## config.mk

```make
export PLATFORM = sky130hd
export DESIGN_NAME = seg_digit_driver
export DESIGN_NICKNAME = d
export VERILOG_FILES = /design/src/rtl/seg7_pkg.sv /design/src/rtl/seg7_hex_decode.sv /design/src/rtl/seg_digit_driver.sv
export SDC_FILE = /design/constraint.sdc
export NUM_CORES = 1
export LEC_CHECK = 0
export CORE_MARGIN = 3
export CORE_UTILIZATION = 48
export CTS_CLUSTER_SIZE = 10
export DETAILED_ROUTE_END_ITERATION = 8
export PLACE_DENSITY = 0.73
export SYNTH_ARGS = -nofsm -noshare
export SYNTH_HDL_FRONTEND = slang
export SYNTH_HIERARCHICAL = 1
export SYNTH_SLANG_ARGS = --single-unit
```

## constraint.sdc

```tcl
create_clock -name clk -period 1.9 [get_ports clk]
set_clock_uncertainty 0.05 [all_clocks]
set_input_delay 0.285 -clock clk [delete_from_list [all_inputs] [get_ports clk]]
set_output_delay 0.285 -clock clk [all_outputs]
set_load 0.02 [all_outputs]
```

## src/rtl/seg7_pkg.sv

```systemverilog
// Shared definitions for the 7-segment display path: digit count, digit index
// type and the active-high hex font (bit order gfedcba).
package seg7_pkg;

    localparam int DIGITS = 4;

    typedef logic [1:0] digit_idx_t;

    // Lowercase b and d keep them distinguishable from 8 and 0.
    localparam logic [6:0] HEX_FONT [16] = '{
        7'h3F, 7'h06, 7'h5B, 7'h4F,
        7'h66, 7'h6D, 7'h7D, 7'h07,
        7'h7F, 7'h6F, 7'h77, 7'h7C,
        7'h39, 7'h5E, 7'h79, 7'h71
    };

    function automatic logic [DIGITS-1:0] digit_onehot(input digit_idx_t idx);
        return DIGITS'(1) << idx;
    endfunction

endpackage

```

## src/rtl/seg7_hex_decode.sv

```systemverilog
// Combinational hex nibble to active-high segment pattern {g,f,e,d,c,b,a}.
module seg7_hex_decode
    import seg7_pkg::*;
(
    input  logic [3:0] nibble,
    output logic [6:0] seg_hi
);

    assign seg_hi = HEX_FONT[nibble];

endmodule

```

## src/rtl/seg_digit_driver.sv

```systemverilog
// Multiplexed 4-digit display driver: double-buffered value committed at frame
// boundaries, guard cycles on digit change, leading-zero blanking, registered outputs.
module seg_digit_driver
    import seg7_pkg::*;
#(
    parameter int GUARD_CYCLES = 2,
    parameter bit ACTIVE_LOW   = 1'b1
) (
    input  logic        clk,
    input  logic        rst,
    input  logic [1:0]  digit_sel,
    input  logic        load,
    input  logic [15:0] value,
    input  logic [3:0]  dp_in,
    input  logic        blank_lz,
    output logic        pending,
    output logic [3:0]  an,
    output logic [6:0]  seg,
    output logic        dp
);

    localparam int GW = (GUARD_CYCLES > 1) ? $clog2(GUARD_CYCLES) : 1;
    localparam logic [GW-1:0] GUARD_RELOAD = (GUARD_CYCLES > 0) ? GW'(GUARD_CYCLES - 1) : '0;
    localparam logic [3:0] AN_OFF  = {4{ACTIVE_LOW}};
    localparam logic [6:0] SEG_OFF = {7{ACTIVE_LOW}};
    localparam logic       DP_OFF  = ACTIVE_LOW;

    logic [15:0]   stage_q, stage_d, active_q, active_d;
    logic [3:0]    stage_dp_q, stage_dp_d, active_dp_q, active_dp_d;
    logic          pending_q, pending_d;
    logic [1:0]    sel_prev_q, sel_prev_d;
    logic [GW-1:0] guard_q, guard_d;
    logic [3:0]    an_q, an_d;
    logic [6:0]    seg_q, seg_d;
    logic          dp_q, dp_d;

    logic          change, commit, guarded, blank;
    logic [15:0]   eff_value;
    logic [3:0]    eff_dp, nibble, an_hi;
    logic [6:0]    font_seg, seg_hi;
    logic          dp_hi;

    seg7_hex_decode u_decode (
        .nibble (nibble),
        .seg_hi (font_seg)
    );

    // On the commit cycle the staged data is shown directly so the new frame starts clean.
    always_comb begin
        change      = digit_sel != sel_prev_q;
        commit      = (sel_prev_q == 2'd3) && (digit_sel == 2'd0) && pending_q;
        eff_value   = commit ? stage_q    : active_q;
        eff_dp      = commit ? stage_dp_q : active_dp_q;
        active_d    = eff_value;
        active_dp_d = eff_dp;
        stage_d     = load ? value : stage_q;
        stage_dp_d  = load ? dp_in : stage_dp_q;
        pending_d   = load | (pending_q & ~commit);
        sel_prev_d  = digit_sel;

        guarded = 1'b0;
        guard_d = '0;
        if (GUARD_CYCLES > 0) begin
            guarded = change || (guard_q != '0);
            if (change)
                guard_d = GUARD_RELOAD;
            else if (guard_q != '0)
                guard_d = guard_q - GW'(1);
        end
    end

    // A digit is a leading zero when it and every more significant nibble are zero.
    always_comb begin
        nibble = eff_value[{digit_sel, 2'b00} +: 4];
        blank  = blank_lz && (digit_sel != 2'd0) &&
                 ((eff_value >> {digit_sel, 2'b00}) == 16'h0000);
        an_hi  = (blank || guarded) ? 4'h0 : digit_onehot(digit_sel);
        seg_hi = blank ? 7'h00 : font_seg;
        dp_hi  = !blank && eff_dp[digit_sel];
        an_d   = ACTIVE_LOW ? ~an_hi  : an_hi;
        seg_d  = ACTIVE_LOW ? ~seg_hi : seg_hi;
        dp_d   = ACTIVE_LOW ? ~dp_hi  : dp_hi;
    end

    always_ff @(posedge clk) begin
        if (rst) begin
            stage_q     <= '0;
            stage_dp_q  <= '0;
            active_q    <= '0;
            active_dp_q <= '0;
            pending_q   <= 1'b0;
            sel_prev_q  <= '0;
            guard_q     <= '0;
            an_q        <= AN_OFF;
            seg_q       <= SEG_OFF;
            dp_q        <= DP_OFF;
        end else begin
            stage_q     <= stage_d;
            stage_dp_q  <= stage_dp_d;
            active_q    <= active_d;
            active_dp_q <= active_dp_d;
            pending_q   <= pending_d;
            sel_prev_q  <= sel_prev_d;
            guard_q     <= guard_d;
            an_q        <= an_d;
            seg_q       <= seg_d;
            dp_q        <= dp_d;
        end
    end

    assign pending = pending_q;
    assign an      = an_q;
    assign seg     = seg_q;
    assign dp      = dp_q;

endmodule

```

# After elaboration in Yosys (flattened, before gate mapping)
# Memory sizes are Yosys's and may differ from the RTL's.
# Cells that the tools add are included.
# Widths: inputs -> output; s select.
[op_classes]
addsub = 1
n_lt_le_gt_ge = 2
bitwise_logic = 7
mux = 10
n_reduce_logical = 11
shift = 3
eq_ne = 2
[ops]
columns = ["operator", "n"]
rows = [
  ["$mux 7", 3],
  ["$logic_not 16->1", 1],
  ["$mux 16", 1],
  ["$shiftx 16x5->4", 1],
  ["$shr 16x4->16", 1],
  ["$mux 4", 2],
  ["$not 7->7", 1],
  ["$ge 5x5->1 const B", 1],
  ["$logic_and 1x1->1", 5],
  ["$not 4->5", 1],
  ["$not 4->4", 1],
  ["$shl 1x2->4 const A", 1],
  ["$lt 2x3->1 const B", 1],
  ["$mux 1", 3],
  ["$bmux 1 s2", 1],
  ["$eq 2x2->1 const B", 1],
  ["$logic_not 2->1", 1],
  ["$logic_or 1x1->1", 2],
  ["$ne 2x2->1", 1],
  ["$not 1->1", 2],
  ["$reduce_bool 2->1", 1],
  ["$and 1x1->1", 1],
  ["$logic_not 1->1", 1],
  ["$or 1x1->1", 1],
  ["$sub 1x1->1 const B", 1],
]
[totals]
mem_bits_ro = 112
output_inout_bits = 13
elab_cells = 47
mem_count = 1
reg_bits = 56
input_bits = 26
[mem_list]
columns = ["name", "depth", "width", "read_ports", "rd_clocked_by_memory_dff", "write_ports", "line", "rtl"]
rows = [
  ["(name not given)", 16, 7, 1, 0, 0, "seg7_hex_decode.sv:9", "assign seg_hi = HEX_FONT[nibble];"],
]

# Depth between registers and ports, before layout
[logic_depth]
word_depth = 11
mapped_depth = 10
ltp_nobuf = 8

# Modules after synthesis
# The synthesis kept the hierarchy.
[by_module_without_submodules]
columns = ["mod", "seq_area_each_um2", "area_each_um2", "instances", "cells_per_inst"]
rows = [
  ["seg_digit_driver", 1121.1, 2259.7, 1, 237],
  ["seg7_hex_decode", 0.0, 290.3, 1, 33],
]

# Worst setup path before layout
# OpenSTA, ideal clock, no wires.
[synth_timing]
path_kind = "register to register"
start = "reg pending_q, in the netlist pending"
end = "reg seg_q[6], in the netlist seg[6]"
stages_incl_launch_ff = 9
setup_slack_ps = -323
period_less_slack_ps = 2223
required_time_ps = 1728
setup_time_ps = 122
n_path_buf = 1
arrival_time_ps = 2052
path_cell_list = "dfxtp_1 > nand3_4 > mux2i_1 > o21a_1 > o21ai_0 > buf_6 > mux2_4 > a21oi_1 > nand2_1"
[synth_between]
elab_chain_cells = 9
elab_cells_between_ends = 12
cone_classes = "shift (2); mux (4); bitwise (2); reduce/logical (3); memory (1)"
[synth_lines]
columns = ["element", "line", "rtl"]
rows = [
  ["start, declared", "seg_digit_driver.sv:30", "logic pending_q, pending_d;"],
  ["start signal, assigned", "seg_digit_driver.sv:102", "pending_q <= pending_d;"],
  ["$logic_and 1x1->1", "seg_digit_driver.sv:51", "commit = (sel_prev_q == 2'd3) && (digit_sel == 2'd0) && pending_q;"],
  ["$mux 16", "seg_digit_driver.sv:52", "eff_value = commit ? stage_q : active_q;"],
  ["$shiftx 16x5->4", "seg_digit_driver.sv:74", "nibble = eff_value[{digit_sel, 2'b00} +: 4];"],
  ["via nibble[3]", "seg_digit_driver.sv:39", "logic [3:0] eff_dp, nibble, an_hi;"],
  ["$not 4->5 (not written as such)", "seg7_hex_decode.sv:9", ""],
  ["$mem_v2 16x7", "--", ""],
  ["$mux 7 (not written as such) (2 in series)", "seg7_hex_decode.sv:9", ""],
  ["via font_seg[6]", "seg_digit_driver.sv:40", "logic [6:0] font_seg, seg_hi;"],
  ["$mux 7", "seg_digit_driver.sv:78", "seg_hi = blank ? 7'h00 : font_seg;"],
  ["$not 7->7", "seg_digit_driver.sv:81", "seg_d = ACTIVE_LOW ? ~seg_hi : seg_hi;"],
  ["end signal, assigned", "seg_digit_driver.sv:106", "seg_q <= seg_d;"],
  ["end, declared", "seg_digit_driver.sv:34", "logic [6:0] seg_q, seg_d;"],
]
# The timed path passes the listed nets, and every way through them passes these cells. The select of a mux whose other input is x is not followed.
# A chain may end at the register's enable or synchronous reset.

# Final worst setup path
[layout_timing]
start = "reg pending_q, in the netlist pending"
end = "reg seg_q[3], in the netlist seg[3]"
# The elaborated chain is that of the path after synthesis.

==> reports/metrics.cfg <==
[cts]
clock-sinks=56
cts_tree=built
cts_hold_buffers=0
cts_buffers=5
clk_latency_ns=0.31
clkTransAtPathRegs_ns=0.10
clk_path_buf_depth=2
cts_root_buf=clkbuf_8
htree_levels=2

[critical_path]
crit_type=flip-flop to flip-flop
cp_slowest_stage_delay_ns=0.45
worstPathRequired_ns=2.11
cp-end-kind=flip-flop
startpoint_type=flip-flop
cpMaxStageDelayCell=mux4_2
path_cells=nand3_4, mux2i_4, o21bai_4, inv_2, ha_4, mux4_2, nand2_1
critPathMaxFanout=4
critPathTopFamily=multiplexers
path_buf_inv=1
arrival_ns=2.11

[detailed_routing]
wire_per_inst_um=13.50
ant_nets=0
vias_per_cell=5.022
drtIter0Drc=76
vias=2014
drt-pass1-iter-count=4
drc=0
wirelength_um=5413

[grt]
antenna_found_initial=0
grt_pass1_vias=1911
grt_pass1_wl_um=9087
grt-ovfl-total=0
gr-usage-all-layers_pct=18.50
grt_start_max_net_pins=46

[die]
core-area_um2=4911
die_w_um=78.89
dieArea_um2=6223
num_rows=25
start_util_pct=51.92
die_h_um=78.89
pin_count=39

[power]
ir_drop_uv=571.9
p_total_mw=2.259
powerDensity_nw_per_um2=661.7
p_leak_nw=1.352

[timing]
finalSetupTns_ns=0
drv_slew=0
period_needed_ns=1.896
slew_headroom_pct=73.59
hold_ws_ns=0.4016
setup_viol=0
hold_viol=0
worst_pin_slew_ns=0.3925
max_freq_mhz=527.4
rsz0062_at_grt=yes
period_share_pct=99.79

[cells_and_area]
area_delta_synth_final_pct=33.86
post-route-util_pct=69.50
fill_cells=412
nets=366
antennaDiodeCount=0
drive_gt1_share_pct=23.65
final_cells=401

[yosys]
synthesis.nets=303
synthTopCellsByCount=dfxtp_1, nand2_1, mux2i_1, nor2_1, a21oi_1
ys_warn_count=6
yosys.area.top_type_share_pct=43.96
netlist_instances=270
avgSynthCellArea_um2=9.444
synth_most_common_cell=dfxtp_1
synth_top_area_cell=dfxtp_1
synth-seq-cells=56
yosysSeqAreaShare_pct=43.96
netlist_top_cells_area=dfxtp_1, mux2i_1, nand2_1
synth-edff-count=0
yosysUniqueCellTypes=47
synth_ff_type=dfxtp_1
netlist_area_um2=2550
async_flop_share_pct=0

[placement]
numPortBuffers=38
dp_hpwl_um=3909
dp.cells=390
globalplace.congestion=0.8289

[worst_hold_path]
min_path_type=flip-flop to flip-flop

[run]
cap_violations=0

[status]
status=complete, no violations

[worst paths after layout]
kind                 startpoint             end  slack, ns  depth (start not counted)
setup / recovery        pending          seg[3]      0.004                          7
hold reg to reg   stage_dp_q[2]  active_dp_q[2]       0.40                          2
hold / removal    stage_dp_q[2]  active_dp_q[2]       0.40                          2
setup reg to reg        pending          seg[3]      0.004                          7
[area by class of cell]
| class | instances | area [um2] | share of cell area [%] |
|---|---|---|---|
| well taps | 67 | 83.83 | 2.456 |
| multi-input cells | 188 | 1375 | 40.29 |
| repair buffers | 74 | 691.9 | 20.27 |
| inverters | 8 | 30.03 | 0.8798 |
| clock buffers | 6 | 72.57 | 2.126 |
| flip-flops and latches | 56 | 1125 | 32.95 |
| clock inverters | 2 | 35.03 | 1.026 |
[state kept, by name, indices dropped and copies added, names as in the netlist]
name         cells
seg              7
stage_dp_q       4
dp               1
active_q        16
an               4
pending          1
stage_q         16
guard_q          1
active_dp_q      4
sel_prev_q       2
[tightest hold or removal path: cells and delay by family, from the launching register on]
kind            cells  cell delay (ns)
compound gates      1             0.05
flops               1             0.32
simple gates        1             0.05
[power breakdown]
group	total [mW]	leakage [nW]	switching [mW]	internal [mW]
Sequential	1.24	0.459	0.0234	1.21
Combinational	0.252	0.837	0.116	0.136
Clock	0.769	0.0552	0.377	0.392
Total	2.26	1.35	0.516	1.74
[cells in the final DEF (no fill, tap or decap), types with 3 or more instances in the layout]
| cell | n |
|---|---|
| mux2i_2 | 3 |
| nand2_1 | 47 |
| a21oi_1 | 24 |
| clkdlybuf4s50_1 | 36 |
| and3_1 | 3 |
| ha_1 | 4 |
| nor3_1 | 3 |
| buf_12 | 3 |
| mux2i_1 | 26 |
| nor2_1 | 30 |
| inv_1 | 5 |
| dfxtp_1 | 53 |
| dfxtp_2 | 3 |
| clkbuf_8 | 5 |
| mux2_2 | 3 |
| buf_4 | 31 |
[metrics by stage]
step / area, um2 / worst slack, ns
2_1_floorplan: 2589 / 0.006705
6_report: 3413 / 0.003927
3_5_place_dp: 3232 / -0.6655
4_1_cts: 3369 / 0.01766
5_1_grt: 3413 / -0.07266
3_3_place_gp: 3232 / -0.5978
[metal layers]
metal,wire [um],track usage (%)
met1,2464,24.00
met4,68,5.670
met5,0,0
met3,237,3.741
met2,2643,31.07
[timing repair]
| action | in CTS | in global routing |
|---|---|---|
| hold endpoints to repair | 0 | 0 |
| gates cloned | 0 | 1 |
| setup buffers | 0 | 2 |
| pin swaps | 0 | 2 |
| resized for setup | 16 | 4 |
| endpoints found under the setup margin | 29 | 5 |
[cells by family after synthesis]
group                    Yosys count  synth area share (%)
XOR/XNOR                           2                0.6871
multiplexers                      37                 16.19
AND/OR/NAND/NOR                  100                 18.16
flip-flops                        56                 43.96
buffers and inverters             26                 5.348
AO/OA/AOI/OAI                     42                 12.22
adder cells (fa/ha/maj)            7                 3.435
Power figures use the tool's default switching activity.
